--- config.mk ---
export PLATFORM = sky130hd
export DESIGN_NAME = phy_tx_ctrl
export DESIGN_NICKNAME = d
export VERILOG_FILES = /design/src/rtl/phy_pkg.sv /design/src/rtl/phy_tx_ctrl.sv
export SDC_FILE = /design/constraint.sdc
export NUM_CORES = 1
export LEC_CHECK = 0
export ABC_AREA = 1
export CORE_MARGIN = 5
export CORE_UTILIZATION = 45
export DETAILED_ROUTE_END_ITERATION = 6
export PLACE_DENSITY = 0.83
export SYNTH_ARGS = -nofsm -noshare
export SYNTH_HDL_FRONTEND = slang
export SYNTH_SLANG_ARGS = --single-unit
--- constraint.sdc ---
create_clock -name clk_2f -period 2.04 [get_ports clk_2f]
set_input_delay 0.204 -clock clk_2f [delete_from_list [all_inputs] [get_ports clk_2f]]
set_output_delay 0.204 -clock clk_2f [all_outputs]
set_load 0.01 [all_outputs]
--- src/rtl/phy_pkg.sv ---
// Shared PHY symbol constants and link state encoding, used by the TX
// sequencer and by the RX alignment/decode blocks.
package phy_pkg;

    // Ordered-set byte values
    localparam logic [7:0] COM_BYTE = 8'hBC;
    localparam logic [7:0] IDL_BYTE = 8'h7C;
    localparam logic [7:0] SKP_BYTE = 8'h1C;

    // Full 32-bit symbol words (the byte repeated in every lane)
    localparam logic [31:0] COM_WORD = {4{COM_BYTE}};
    localparam logic [31:0] IDL_WORD = {4{IDL_BYTE}};
    localparam logic [31:0] SKP_WORD = {4{SKP_BYTE}};

    // Link sequencer state
    typedef enum logic [1:0] {
        ST_DISABLED = 2'b00,
        ST_TRAIN    = 2'b01,
        ST_ACTIVE   = 2'b10,
        ST_SKIP     = 2'b11
    } link_state_t;

endpackage : phy_pkg

--- src/rtl/phy_tx_ctrl.sv ---
// Link-level TX sequencer: COM training train, then data forwarding with
// IDL fill and periodic SKP insertion, feeding the TX byte-striping path.
module phy_tx_ctrl
    import phy_pkg::*;
#(
    parameter int TS_COUNT     = 16,
    parameter int SKP_INTERVAL = 64
) (
    input  logic        clk_2f,
    input  logic        reset,
    input  logic        link_en,
    input  logic [31:0] src_data,
    input  logic        src_valid,
    output logic        src_ready,
    output logic [31:0] tx_data,
    output logic        tx_valid,
    output logic        link_up
);

    localparam int TS_W  = $clog2(TS_COUNT + 1);
    localparam int SKP_W = $clog2(SKP_INTERVAL);

    // Terminal counter values at which the state advances
    localparam logic [TS_W-1:0]  TS_LAST  = TS_W'(TS_COUNT - 1);
    localparam logic [SKP_W-1:0] SKP_LAST = SKP_W'(SKP_INTERVAL - 1);

    link_state_t        state_reg;
    link_state_t        state_next;
    logic [TS_W-1:0]    ts_cnt_reg;
    logic [TS_W-1:0]    ts_cnt_next;
    logic [SKP_W-1:0]   skp_cnt_reg;
    logic [SKP_W-1:0]   skp_cnt_next;
    logic [31:0]        tx_data_reg;
    logic [31:0]        tx_data_next;
    logic               tx_valid_reg;
    logic               tx_valid_next;
    logic               link_up_reg;
    logic               link_up_next;
    logic               xfer;

    // Upstream is only accepted in ACTIVE while the link is staying up, so a
    // word offered at the edge the link drops is never consumed.
    assign src_ready = (state_reg == ST_ACTIVE) && link_en && !reset;
    assign xfer      = src_valid && src_ready;

    // State register
    always_ff @(posedge clk_2f) begin
        if (reset) begin
            state_reg <= ST_DISABLED;
        end else begin
            state_reg <= state_next;
        end
    end

    // Next-state logic; link_en low overrides every other transition
    always_comb begin
        state_next = state_reg;
        if (!link_en) begin
            state_next = ST_DISABLED;
        end else begin
            unique case (state_reg)
                ST_DISABLED: state_next = ST_TRAIN;
                ST_TRAIN: begin
                    if (ts_cnt_reg == TS_LAST) begin
                        state_next = ST_ACTIVE;
                    end
                end
                ST_ACTIVE: begin
                    if (skp_cnt_reg == SKP_LAST) begin
                        state_next = ST_SKIP;
                    end
                end
                ST_SKIP:     state_next = ST_ACTIVE;
                default:     state_next = ST_DISABLED;
            endcase
        end
    end

    // Output and counter loads, taken from the current state
    always_comb begin
        tx_data_next  = 32'h0;
        tx_valid_next = 1'b0;
        ts_cnt_next   = ts_cnt_reg;
        skp_cnt_next  = skp_cnt_reg;
        if (!link_en) begin
            ts_cnt_next  = '0;
            skp_cnt_next = '0;
        end else begin
            unique case (state_reg)
                ST_DISABLED: begin
                    ts_cnt_next = '0;
                end
                ST_TRAIN: begin
                    tx_data_next  = COM_WORD;
                    tx_valid_next = 1'b1;
                    // Ends at TS_COUNT and is cleared on the next bring-up
                    ts_cnt_next   = ts_cnt_reg + TS_W'(1);
                    if (ts_cnt_reg == TS_LAST) begin
                        skp_cnt_next = '0;
                    end
                end
                ST_ACTIVE: begin
                    tx_data_next  = xfer ? src_data : IDL_WORD;
                    tx_valid_next = 1'b1;
                    // Terminal count goes straight back to zero rather than
                    // wrapping; SKIP clears it again anyway.
                    skp_cnt_next  = (skp_cnt_reg == SKP_LAST) ? '0
                                                              : skp_cnt_reg + SKP_W'(1);
                end
                ST_SKIP: begin
                    tx_data_next  = SKP_WORD;
                    tx_valid_next = 1'b1;
                    skp_cnt_next  = '0;
                end
                default: begin
                    ts_cnt_next  = '0;
                    skp_cnt_next = '0;
                end
            endcase
        end
        link_up_next = (state_next == ST_ACTIVE) || (state_next == ST_SKIP);
    end

    // Output and counter registers
    always_ff @(posedge clk_2f) begin
        if (reset) begin
            ts_cnt_reg   <= '0;
            skp_cnt_reg  <= '0;
            tx_data_reg  <= 32'h0;
            tx_valid_reg <= 1'b0;
            link_up_reg  <= 1'b0;
        end else begin
            ts_cnt_reg   <= ts_cnt_next;
            skp_cnt_reg  <= skp_cnt_next;
            tx_data_reg  <= tx_data_next;
            tx_valid_reg <= tx_valid_next;
            link_up_reg  <= link_up_next;
        end
    end

    assign tx_data  = tx_data_reg;
    assign tx_valid = tx_valid_reg;
    assign link_up  = link_up_reg;

endmodule : phy_tx_ctrl
After elaboration in Yosys (flattened, before gate mapping)

Cells that the tools add are included.

Add/subtract/negate cells: 2
Multiply operators: 0
Divide/modulo/power cells: 0
Order comparisons: 0
Eq/ne operators: 8
Shift operators: 0
Mux-type cells: 11
Bitwise operators: 1
Reduce and logical (&&, ||, !) cells: 11

Operators with widths:

| operator              | number |
|---|---|
| $pmux W32 S3          | 1 |
| $mux W32              | 1 |
| $pmux W6 S3           | 1 |
| $mux W6               | 2 |
| $pmux W5 S2           | 1 |
| $eq A2 B2 Y1 const B  | 4 |
| $pmux W2 S4           | 1 |
| $add A6 B1 Y6 const B | 1 |
| $eq A6 B6 Y1 const B  | 1 |
| $mux W2               | 3 |
| $add A5 B1 Y5 const B | 1 |
| $eq A5 B4 Y1 const B  | 1 |
| $logic_and A1 B1 Y1   | 3 |
| $reduce_bool A3 Y1    | 1 |
| $reduce_or A3 Y1      | 1 |
| $eq A2 B1 Y1 const B  | 1 |
| $logic_not A2 Y1      | 1 |
| $ne A2 B2 Y1 const B  | 1 |
| $reduce_and A2 Y1     | 1 |
| $reduce_bool A2 Y1    | 1 |
| $reduce_or A2 Y1      | 1 |
| $logic_not A1 Y1      | 1 |
| $logic_or A1 B1 Y1    | 1 |
| $mux W1               | 1 |
| $not A1 Y1            | 1 |

Bits in registers: 47
Latch bits: 0
Memory bits (writable): 0
ROM bits: 0
Bits of input ports: 36
Output and inout port bits: 35
Memories: 0

Logic depth before layout (Yosys ltp)

Gate-level depths: netlist (run 1).

Depth after elaboration: 6
Mapped depth: 9

Worst setup path before layout (run 1)

OpenSTA, ideal clock, no wires.

Path kind: register to register
Start point: register ts_cnt_reg[0]
End point: register skp_cnt_reg[2]
Library setup time: 70 ps
Arrival time: 1260 ps
Slack: 710 ps
Stages on the path, launching flop included: 8
Path buffers: 0
Period minus slack after synthesis: 1330 ps
Path through: dfxtp_1 -> ha_1 -> inv_1 -> nor3_1 -> ha_1 -> a21oi_2 -> nand2_1 -> a21oi_1

Word-level cells in the longest chain between the ends: 3

Ends and longest elaborated chain:

| element                            | RTL line           | text |
|---|---|---|
| start, declared                    | phy_tx_ctrl.sv:29  | `logic [TS_W-1:0] ts_cnt_reg;` |
| start signal, assigned             | phy_tx_ctrl.sv:133 | `ts_cnt_reg <= ts_cnt_next;` |
| $eq A5 B4 Y1                       | phy_tx_ctrl.sv:98  | `if (ts_cnt_reg == TS_LAST) begin` |
| $ne A2 B2 Y1 (no source line)      | -                  |  |
| $reduce_and A2 Y1 (no source line) | -                  |  |
| end signal, assigned               | phy_tx_ctrl.sv:134 | `skp_cnt_reg <= skp_cnt_next;` |
| end, declared                      | phy_tx_ctrl.sv:31  | `logic [SKP_W-1:0] skp_cnt_reg;` |

Every way passes these cells.
A chain may end at the register's enable or synchronous reset.

Worst setup path after layout (run 1)

Start point: register state_reg[1]
End point: output src_ready

Word-level cells in the longest chain between the ends: 3

Ends and longest elaborated chain:

| element                          | RTL line          | text |
|---|---|---|
| start, declared                  | phy_tx_ctrl.sv:27 | `link_state_t state_reg;` |
| start signal, assigned           | phy_tx_ctrl.sv:51 | `state_reg <= state_next;` |
| $eq A2 B2 Y1                     | phy_tx_ctrl.sv:43 | `assign src_ready = (state_reg == ST_ACTIVE) && link_en && !reset;` |
| $logic_and A1 B1 Y1 (2 in a row) | phy_tx_ctrl.sv:43 |  |
| end, declared                    | phy_tx_ctrl.sv:14 | `output logic src_ready,` |

Every way passes these cells.

==> run summary, run 1 <==
Max-slew violation count - 0
Reg-to-reg endpoint - skp_cnt_reg[5]$_SDFFE_PP0P_
Total number of placement rows - 22
Cell Area, Placed - 0.002459 mm^2
Count of buffers inserted at the top-level ports - 70
Routed wire length - 3822 um
Post-route DRC - 0
Slowest cell on the critical path - clkdlybuf4s50_1
Multi-input gate area in the final layout - 636.9 um^2
Reported leakage power - 1.036 nW
Critical setup path kind - reg2out
Clk root buf - clkbuf_8
FF-to-FF Start - ts_cnt_reg[0]$_SDFFE_PP0P_
Number of warning messages in the yosys log - 0
Power per standard cell area - 651.8 mW/mm^2
Placer congestion estimate - 0.8472
Worst R2R Path Depth - 7
Synthesized netlist net count - 238
Fraction of layout instances using a drive strength above 1 - 0.1164
Vias in the first global route - 1381
Syn avg cell area - 8.670 um^2
Crit path largest cell delay - 0.53 ns
Layout net count - 313
Die area - 0.005172 mm^2
CTS resizes - 0
Number of buffers created by CTS - 5
Share of the synthesized netlist area taken by xor and xnor gates - 0
Clock-pin slew reported for the worst setup and hold paths after clock tree synthesis - 0.08 ns
Sequential cell area - 940.9 um^2
Largest vdd supply drop - 0.0004127 V
Status - completed
Fmax achieved - 536.6 MHz
Largest net degree at the start of global routing - 21
CP Cell Sequence - inv_6 > nor2_8 > nand2_8 > inv_1 > clkdlybuf4s50_1
Pre-Repair DR Iteration Count - 4
Startpoint of the worst setup timing path - state_reg[1]$_SDFF_PP0_
Antenna violations before repair - 0
Number of synthesized register bits - 47
Final antenna-violating net count - 0
Max-cap violation count - 0
CTS Buffer Depth - 2
Count of distinct cell types in the synthesized netlist - 23
DR iter-0 viols - 62
CP Data Arrival Time - 1.66 ns
Final design area excluding fillers - 0.002562 mm^2
Filler cell count in the final layout - 303
Netlist area before placement - 0.001725 mm^2
Buffer count from post-CTS setup fixing - 0
Adder and majority cell fraction of the synthesized area - 0.02175
Combinational family with the most area after synthesis - simple AND/OR/NAND/NOR gates
Commonest non-fill, non-tap cell in the layout - clkdlybuf4s50_1
Multiplexer share of the synthesized area - 0
Source-to-sink clock delay at the later pin of the worst-skew pair - 0.29 ns
CP required - 1.84 ns
Maximum level of the CTS H-tree - 2
Die width - 71.92 um
Antenna diodes - 0
Fraction of the cycle the final worst path needs - 0.9135
Logic depth of the worst path, buffers included - 5
Critical path buffer and inverter count - 3
Starting Density - 0.4678
Sum of net half-perimeters after detailed placement - 3040 um
Final min period - 1.863 ns
Kind of cell with the highest combined delay on the critical path - buffers and inverters
Share of synthesized cell area in and, or, nand and nor gates - 0.2741
Remaining global-route overflow - 0
Final hold violation count - 0
Worst Setup End Kind - output pin
Proportion of synthesized chip area in sequential cells - 0.5453
Cells after Synth - 199
Core Area - 0.003689 mm^2
Number of buffers added to fix hold violations after cts - 0
Final setup violation count - 0
Final Skew - 0.005622 ns
Wirelength per Cell - 11.83 um
Most used cells in the layout excluding fill and tap cells - clkdlybuf4s50_1, dfxtp_1, nor2_1
Clock tree from TritonCTS - yes
Ports - 71
Measured slew at the worst slew-check pin - 0.3893 ns
DR vias/cell - 4.663
Slew margin rel. - 0.7405
Class of the worst hold path - in2reg
Share of the synthesized area in compound gates (AO/OA/AOI/OAI) - 0.07324
Area added between synthesis and finish - 48.51%
Largest driver fanout on the critical path - 10
Tot GR Track Use - 0.1567
Accumulated negative setup slack - 0 ns
Crit start category - flop
Vias post-DR - 1506
Worst Min Path Start - src_data[1]
Worst setup endpoint - src_ready
Vertical die dimension - 71.92 um
Total clock sinks - 47
Max FFs per register - 32
First-pass GRT wire length - 6313 um
Setup slack, reg-to-reg - 0.50 ns
RSZ-0062 raised after global routing - false
==> cell type report <==
type | count | share of cell area
clock inverters | 1 | 0.002930
well taps | 48 | 0.02344
clock buffers | 7 | 0.03760
inverters | 24 | 0.03809
flip-flops and latches | 47 | 0.3672
multi-input cells | 123 | 0.2485
repair buffers | 73 | 0.2822
==> worst reg2reg max path, cell delays in order, from the launching register on <==
cell	delay (ns)
dfxtp_1	0.35
ha_1	0.22
inv_1	0.07
nor3_1	0.05
ha_1	0.19
a21oi_2	0.35
nand2_1	0.09
a21oi_1	0.15
==> how the worst min path moves through the flow <==
stage / slack (ns) / cells after the start / endpoint
after global placement: 0.47 / 2 / ts_cnt_reg[1]$_SDFFE_PP0P_
after CTS: 0.42 / 3 / tx_data[1]$_SDFF_PP0_
after global routing: 0.41 / 3 / tx_data[1]$_SDFF_PP0_
final: 0.43 / 3 / tx_data[1]$_SDFF_PP0_
after floorplan: 0.32 / 2 / tx_data[0]$_SDFF_PP0_
after detailed placement: 0.47 / 2 / skp_cnt_reg[5]$_SDFFE_PP0P_
==> per-layer routing <==
| layer | vias up | track usage | wire length [um] |
|---|---|---|---|
| met5 | - | 0 | 0 |
| met4 | 0 | 0.05637 | 71 |
| met3 | 9 | 0.04848 | 289 |
| met1 | 677 | 0.1957 | 1688 |
| met2 | 55 | 0.2551 | 1773 |
| li1 | 765 | - | - |
==> stage by stage <==
| stage | total power, mW | hold slack [ns] | setup WS, ns | instances | utilization |
|---|---|---|---|---|---|
| final | 1.670 | 0.4282 | 0.1765 | 323 | 0.6947 |
| after global routing | 1.742 | 0.4094 | 0.07665 | 323 | 0.6947 |
| after CTS | 1.686 | 0.4201 | 0.1431 | 323 | 0.6947 |
| after detailed placement | 1.093 | 0.4712 | 0.2529 | 315 | 0.6666 |
| after global placement | 1.090 | 0.4657 | 0.2626 | 315 | 0.6666 |
| after floorplan | 0.9925 | 0.3162 | 0.7099 | 199 | - |
==> synthesized netlist by cell type <==
master / n / area, um^2
dfxtp_1: 47 / 940.9
nor2_1: 40 / 150.1
nand2_1: 26 / 97.59
inv_1: 20 / 75.07
a21oi_1: 13 / 65.06
nor2_2: 11 / 68.82
o21ai_0: 9 / 45.04
nand3_1: 8 / 40.04
buf_6: 4 / 45.04
ha_1: 3 / 37.54
nor3_1: 3 / 15.01
nand4_1: 2 / 12.51
nor2_4: 2 / 22.52
nor2_8: 2 / 40.04
a211oi_1: 1 / 7.510
a21oi_2: 1 / 8.760
buf_2: 1 / 5.000
clkinv_1: 1 / 3.750
inv_2: 1 / 3.750
inv_4: 1 / 6.260
inv_6: 1 / 8.760
nand2_2: 1 / 6.260
nand2_8: 1 / 20.02
==> power by group <==
part	switching, mW	internal [mW]	leakage (nW)
sequential	0.00668	0.929	0.381
combinational	0.0454	0.0883	0.605
clock	0.292	0.308	0.0505
total	0.345	1.33	1.04
==> cell families after synthesis <==
group / after synthesis
buffers and inverters: 29
AOI/OAI and AO/OA: 24
adders and majority gates: 3
DFF: 47
and+or+nand+nor: 96
No activity file was read; power rests on OpenSTA's default activity.
==> inputs of run 2 (changes only) <==
--- a/config.mk
+++ b/config.mk
@@ -7,9 +7,9 @@
 export LEC_CHECK = 0
 export ABC_AREA = 1
 export CORE_MARGIN = 5
-export CORE_UTILIZATION = 45
+export CORE_UTILIZATION = 38
 export DETAILED_ROUTE_END_ITERATION = 6
-export PLACE_DENSITY = 0.83
+export PLACE_DENSITY = 0.75
 export SYNTH_ARGS = -nofsm -noshare
 export SYNTH_HDL_FRONTEND = slang
 export SYNTH_SLANG_ARGS = --single-unit
==> constraint.sdc (replaced) <==
create_clock -name clk_2f -period 1.5 [get_ports clk_2f]
set_input_delay 0.15 -clock clk_2f [delete_from_list [all_inputs] [get_ports clk_2f]]
set_output_delay 0.15 -clock clk_2f [all_outputs]
set_load 0.01 [all_outputs]
==> run 2 against run 1 <==
Global-route usage shrank 1.7 points. Non-clock buffer count grew 11. Die area grew 16%. Clock skew shrank 0.0022 ns. First-iteration DRC count grew 13%. Final cell count grew 4.6%. Critical path type unchanged.
==> run summary, run 2 (same netlist as run 1, synthesis figures left out) <==
Max-cap violation count - 0
CTS Buffer Depth - 2
Fraction of layout instances using a drive strength above 1 - 0.1608
RSZ-0062 raised after global routing - false
Sum of net half-perimeters after detailed placement - 3045 um
Area added between synthesis and finish - 57.14%
Wirelength per Cell - 11.84 um
Tot GR Track Use - 0.1401
Most used cells in the layout excluding fill and tap cells - clkdlybuf4s50_1, dfxtp_1, nor2_1
Total number of placement rows - 24
Final setup violation count - 0
Share of the core filled with cells in the final layout - 0.6184
Crit start category - flop
Final antenna-violating net count - 0
CP required - 1.35 ns
Slowest cell on the critical path - dfxtp_2
Largest net degree at the start of global routing - 21
Antenna diodes - 0
End point of the most critical hold path - tx_data[8]$_SDFF_PP0_
Crit path largest cell delay - 0.37 ns
Final hold violation count - 0
Count of buffers inserted at the top-level ports - 70
CP Cell Sequence - inv_6 > nor2_8 > nand2_8 > inv_1 > dlygate4sd2_1
Multi-input gate area in the final layout - 655.6 um^2
Remaining global-route overflow - 0
Total clock sinks - 47
Clock-pin slew reported for the worst setup and hold paths after clock tree synthesis - 0.08 ns
Cell Area, Placed - 0.002544 mm^2
Number of buffers created by CTS - 5
Fraction of the cycle the final worst path needs - 0.9268
Status - completed
Worst Setup End Kind - output pin
Layout net count - 324
Accumulated negative setup slack - 0 ns
Filler cell count in the final layout - 366
Non-filler instance count after layout - 338
Commonest non-fill, non-tap cell in the layout - clkdlybuf4s50_1
Setup slack, reg-to-reg - 0.12 ns
Placer congestion estimate - 0.8516
Power per standard cell area - 930.9 mW/mm^2
First-pass GRT wire length - 6837 um
Maximum level of the CTS H-tree - 2
Worst R2R Path Depth - 8
Core Area - 0.004384 mm^2
Max-slew violation count - 0
Clk root buf - clkbuf_8
Reg-to-reg endpoint - skp_cnt_reg[0]$_SDFFE_PP0P_
Measured slew at the worst slew-check pin - 0.2711 ns
DR iter-0 viols - 70
Largest vdd supply drop - 0.0004129 V
Sequential cell area - 942.2 um^2
Starting Density - 0.3936
Largest driver fanout on the critical path - 8
Vertical die dimension - 77.39 um
Antenna violations before repair - 0
CP Data Arrival Time - 1.24 ns
Post-route DRC - 0
Fmax achieved - 719.3 MHz
Routed wire length - 4002 um
Ports - 71
Final design area excluding fillers - 0.002711 mm^2
Final Skew - 0.003436 ns
Pre-Repair DR Iteration Count - 4
Die width - 77.39 um
Max FFs per register - 32
FF-to-FF Start - ts_cnt_reg[0]$_SDFFE_PP0P_
Number of cells after detailed placement - 328
Source-to-sink clock delay at the later pin of the worst-skew pair - 0.29 ns
Worst Min Path Start - src_data[8]
DR vias/cell - 4.562
WHS Path Cells - 3
Die area - 0.005988 mm^2
Critical setup path kind - reg2out
Clock tree from TritonCTS - yes
Vias post-DR - 1542
Final min period - 1.390 ns
Class of the worst hold path - in2reg
Vias in the first global route - 1484
Reported leakage power - 1.115 nW
Slew margin rel. - 0.8193
## run 2: worst max path at each step
| stage | start | end | slack (ns) | depth (start not counted) |
|---|---|---|---|---|
| floorplan | ts_cnt_reg[0]$_SDFFE_PP0P_ | skp_cnt_reg[2]$_SDFFE_PP0P_ | 0.17 | 7 |
| global placement | link_en | src_ready | -0.10 | 6 |
| detailed placement | link_en | src_ready | -0.12 | 6 |
| CTS | ts_cnt_reg[1]$_SDFFE_PP0P_ | skp_cnt_reg[0]$_SDFFE_PP0P_ | 0.009 | 8 |
| global route | ts_cnt_reg[0]$_SDFFE_PP0P_ | skp_cnt_reg[4]$_SDFFE_PP0P_ | 0.01 | 8 |
| finish | state_reg[1]$_SDFF_PP0_ | src_ready | 0.11 | 5 |
## run 2: what timing repair did
| action | 4_1_cts | 5_1_grt |
|---|---|---|
| buffers inserted | 1 | 0 |
| hold buffers | 0 | 0 |
| setup endpoints to repair | 1 | 4 |
| gates cloned | 0 | 1 |
| pin swaps | 1 | 2 |
| resized for setup | 2 | 6 |
## run 2: critical path: cells and delay by family (launching register included)
kind	cells	cell delay, ns
flops	1	0.37
buf+inv	3	0.38
simple gates	2	0.19
## run 2: per-layer routing
layer	global-route usage	routed length, um	vias to the layer above
met5	0	0	-
met4	0.04124	63	0
li1	-	-	787
met1	0.1725	1700	690
met3	0.04861	311	9
met2	0.2315	1926	56
## run 2: power breakdown
part	leakage [nW]	switching, mW	internal, mW
sequential	0.381	0.00658	1.26
combinational	0.668	0.0663	0.127
clock	0.0654	0.395	0.666
## run 2: stage by stage
step	setup WS, ns	hold WS [ns]	total power [mW]
6_report	0.1098	0.3722	2.524
5_1_grt	0.01042	0.3657	2.640
4_1_cts	0.008712	0.3641	2.551
3_5_place_dp	-0.1200	0.4691	1.493
3_3_place_gp	-0.1009	0.4638	1.490
2_1_floorplan	0.1699	0.2622	1.350
## run 2: layout make-up
type | instances | area share
Clock buffer | 6 | 0.02677
Sequential cell | 47 | 0.3475
Clock inverter | 2 | 0.02215
Timing Repair Buffer | 84 | 0.3018
Tap cell | 52 | 0.02400
Multi-Input combinational cell | 123 | 0.2418
Inverter | 24 | 0.03599
==> inputs of run 3 (changes only) <==
--- a/config.mk
+++ b/config.mk
@@ -6,10 +6,12 @@
 export NUM_CORES = 1
 export LEC_CHECK = 0
 export ABC_AREA = 1
+export CORE_ASPECT_RATIO = 0.6
 export CORE_MARGIN = 5
 export CORE_UTILIZATION = 38
 export DETAILED_ROUTE_END_ITERATION = 6
 export PLACE_DENSITY = 0.75
+export SKIP_LAST_GASP = 1
 export SYNTH_ARGS = -nofsm -noshare
 export SYNTH_HDL_FRONTEND = slang
 export SYNTH_SLANG_ARGS = --single-unit
==> run 3 against run 2 <==
Power shrank 12%. Final cell count up 3.0%. Combinational power about the same. Critical path depth is 3 higher. Clock skew grew 0.0031 ns. Worst hold slack lost 0.0091 ns. Maximum frequency is 2.0% lower. Highest routed layer unchanged. Clock-buffer cell count is 1 lower. Die area increased by 0.73%. Critical path type is now reg2reg. Critical endpoint is now skp_cnt_reg[0]$_SDFFE_PP0P_.
==> run summary, run 3 (same netlist as run 1, synthesis figures left out) <==
Worst Min Path Start - src_data[17]
CP Cell Sequence - ha_1 > inv_1 > nor3_2 > ha_1 > a21oi_2 > buf_6 > o21ai_0 > nor2_1
Die area - 0.006032 mm^2
Final hold violation count - 0
Post-Route Hold Slack - 0.3630 ns
Most used cells in the layout excluding fill and tap cells - clkdlybuf4s50_1, dfxtp_1, nor2_1
Tot GR Track Use - 0.1363
Area added between synthesis and finish - 54.53%
CP Data Arrival Time - 1.61 ns
Share of total power consumed by net switching - 0.2268
Max-cap violation count - 0
Total clock sinks - 47
Internal power contribution - 1.714 mW
Filler cell count in the final layout - 431
Commonest non-fill, non-tap cell in the layout - clkdlybuf4s50_1
Count of buffers inserted at the top-level ports - 70
Final min period - 1.419 ns
Vias post-DR - 1553
Worst R2R Path Depth - 8
First-pass GRT wire length - 6699 um
Max FFs per register - 32
Class of the worst hold path - in2reg
Clock tree from TritonCTS - yes
DR vias/cell - 4.463
Measured slew at the worst slew-check pin - 0.2750 ns
Share of power burned in registers - 0.574
Reg-to-reg endpoint - skp_cnt_reg[0]$_SDFFE_PP0P_
Reported leakage power - 1.083 nW
Largest vdd supply drop - 0.0004639 V
Fraction of layout instances using a drive strength above 1 - 0.1579
Slew margin rel. - 0.8167
Status - completed
Critical setup path kind - reg2reg
Remaining global-route overflow - 0
Post-route DRC - 0
Sum of net half-perimeters after detailed placement - 3153 um
Source-to-sink clock delay at the later pin of the worst-skew pair - 0.29 ns
Ports - 71
Maximum level of the CTS H-tree - 2
Wirelength per Cell - 11.61 um
Vias in the first global route - 1391
Antenna violations before repair - 0
Antenna diodes - 0
Switching power - 0.5026 mW
Accumulated negative setup slack - 0 ns
End point of the most critical hold path - tx_data[17]$_SDFF_PP0_
Largest net degree at the start of global routing - 21
WHS Path Cells - 3
Crit start category - flop
Fraction of the cycle the final worst path needs - 0.9459
Final Skew - 0.006532 ns
Worst path most repeated cell - ha_1
CTS Buffer Depth - 2
Max-slew violation count - 0
Crit path largest cell delay - 0.35 ns
Pre-Repair DR Iteration Count - 4
DR iter-0 viols - 120
Worst Setup End Kind - flop
CP required - 1.69 ns
Placer congestion estimate - 0.8204
Clock-pin slew reported for the worst setup and hold paths after clock tree synthesis - 0.09 ns
Fmax achieved - 704.8 MHz
Final setup violation count - 0
Power per standard cell area - 831.3 mW/mm^2
Total number of placement rows - 19
Part of the total power dissipated in the clock network - 0.340
Number of buffers added to fix hold violations after cts - 0
Vertical die dimension - 62.20 um
Setup slack, reg-to-reg - 0.08 ns
Kind of cell with the highest combined delay on the critical path - flip-flops
FF-to-FF Start - ts_cnt_reg[1]$_SDFFE_PP0P_
Core Area - 0.004469 mm^2
Die width - 96.99 um
Clk root buf - clkbuf_8
Starting Density - 0.3861
Slowest cell on the critical path - dfxtp_1
Proportion of power drawn by combinational gates - 0.086
Critical path buffer and inverter count - 2
Layout net count - 323
Routed wire length - 4042 um
Final antenna-violating net count - 0
Number of buffers created by CTS - 5
RSZ-0062 raised after global routing - false
Largest driver fanout on the critical path - 9
Total power consumption of the routed design - 2.216 mW
run 3: worst max-delay path by stage:
stage	from	to	slack [ns]	depth (start not counted)
2_1_floorplan	ts_cnt_reg[0]$_SDFFE_PP0P_	skp_cnt_reg[2]$_SDFFE_PP0P_	0.17	7
5_1_grt	ts_cnt_reg[0]$_SDFFE_PP0P_	skp_cnt_reg[2]$_SDFFE_PP0P_	0.004	8
3_5_place_dp	link_en	src_ready	-0.11	6
4_1_cts	ts_cnt_reg[1]$_SDFFE_PP0P_	skp_cnt_reg[0]$_SDFFE_PP0P_	0.05	8
6_report	ts_cnt_reg[1]$_SDFFE_PP0P_	skp_cnt_reg[0]$_SDFFE_PP0P_	0.08	8
3_3_place_gp	link_en	src_ready	-0.1	6
run 3: area by class of cell:
class	count	area (um^2)	share of cell area
Clock buffer	5	68.82	0.02581
Tap cell	63	78.83	0.02956
Clock inverter	3	20.02	0.007508
Sequential cell	47	942.2	0.3534
Multi-Input combinational cell	123	645.6	0.2421
Timing Repair Buffer	83	813.3	0.3050
Inverter	24	97.59	0.03660
run 3: per-stage QoR:
step	setup slack (ns)	instances	instance area (um^2)	util
6_report	0.08109	348	2666	0.5966
5_1_grt	0.004263	348	2666	0.5966
4_1_cts	0.04708	348	2659	0.5949
3_5_place_dp	-0.1143	339	2557	0.5722
3_3_place_gp	-0.09644	339	2557	0.5722
2_1_floorplan	0.1699	199	1725	-
run 3: routing by layer:
layer  vias to the layer above  part of all wire  routed length [um]  global-route usage
li1                        789                 -                   -                   -
met1                       701              0.50                2010              0.1871
met2                        59              0.41                1671              0.1916
met3                         4             0.078                 316             0.05593
met4                         0             0.011                  44             0.04729
met5                         -                 0                   0                   0
run 3: timing repair:
item / in CTS / in global routing
pin swaps: 1 / 0
resized for setup: 3 / 2
buffers inserted: 1 / 0
cloned: 0 / 0
endpoints found under the setup margin: 2 / 3
run 3: worst register-to-register path: cells and delay by family, from the launching register on:
kind | cells | cell delay, ns
adders and majority gates | 2 | 0.35
AOI/OAI and AO/OA | 2 | 0.23
and+or+nand+nor | 2 | 0.19
buffers and inverters | 2 | 0.19
DFF | 1 | 0.35
run 3: power by group through the flow:
stage          Clock (mW)  Sequential (mW)  Combinational [mW]
2_1_floorplan           0             1.31              0.0399
5_1_grt             0.840             1.27               0.206
6_report            0.754             1.27               0.191
3_3_place_gp            0             1.30               0.189
4_1_cts             0.781             1.27               0.193
3_5_place_dp            0             1.30               0.192
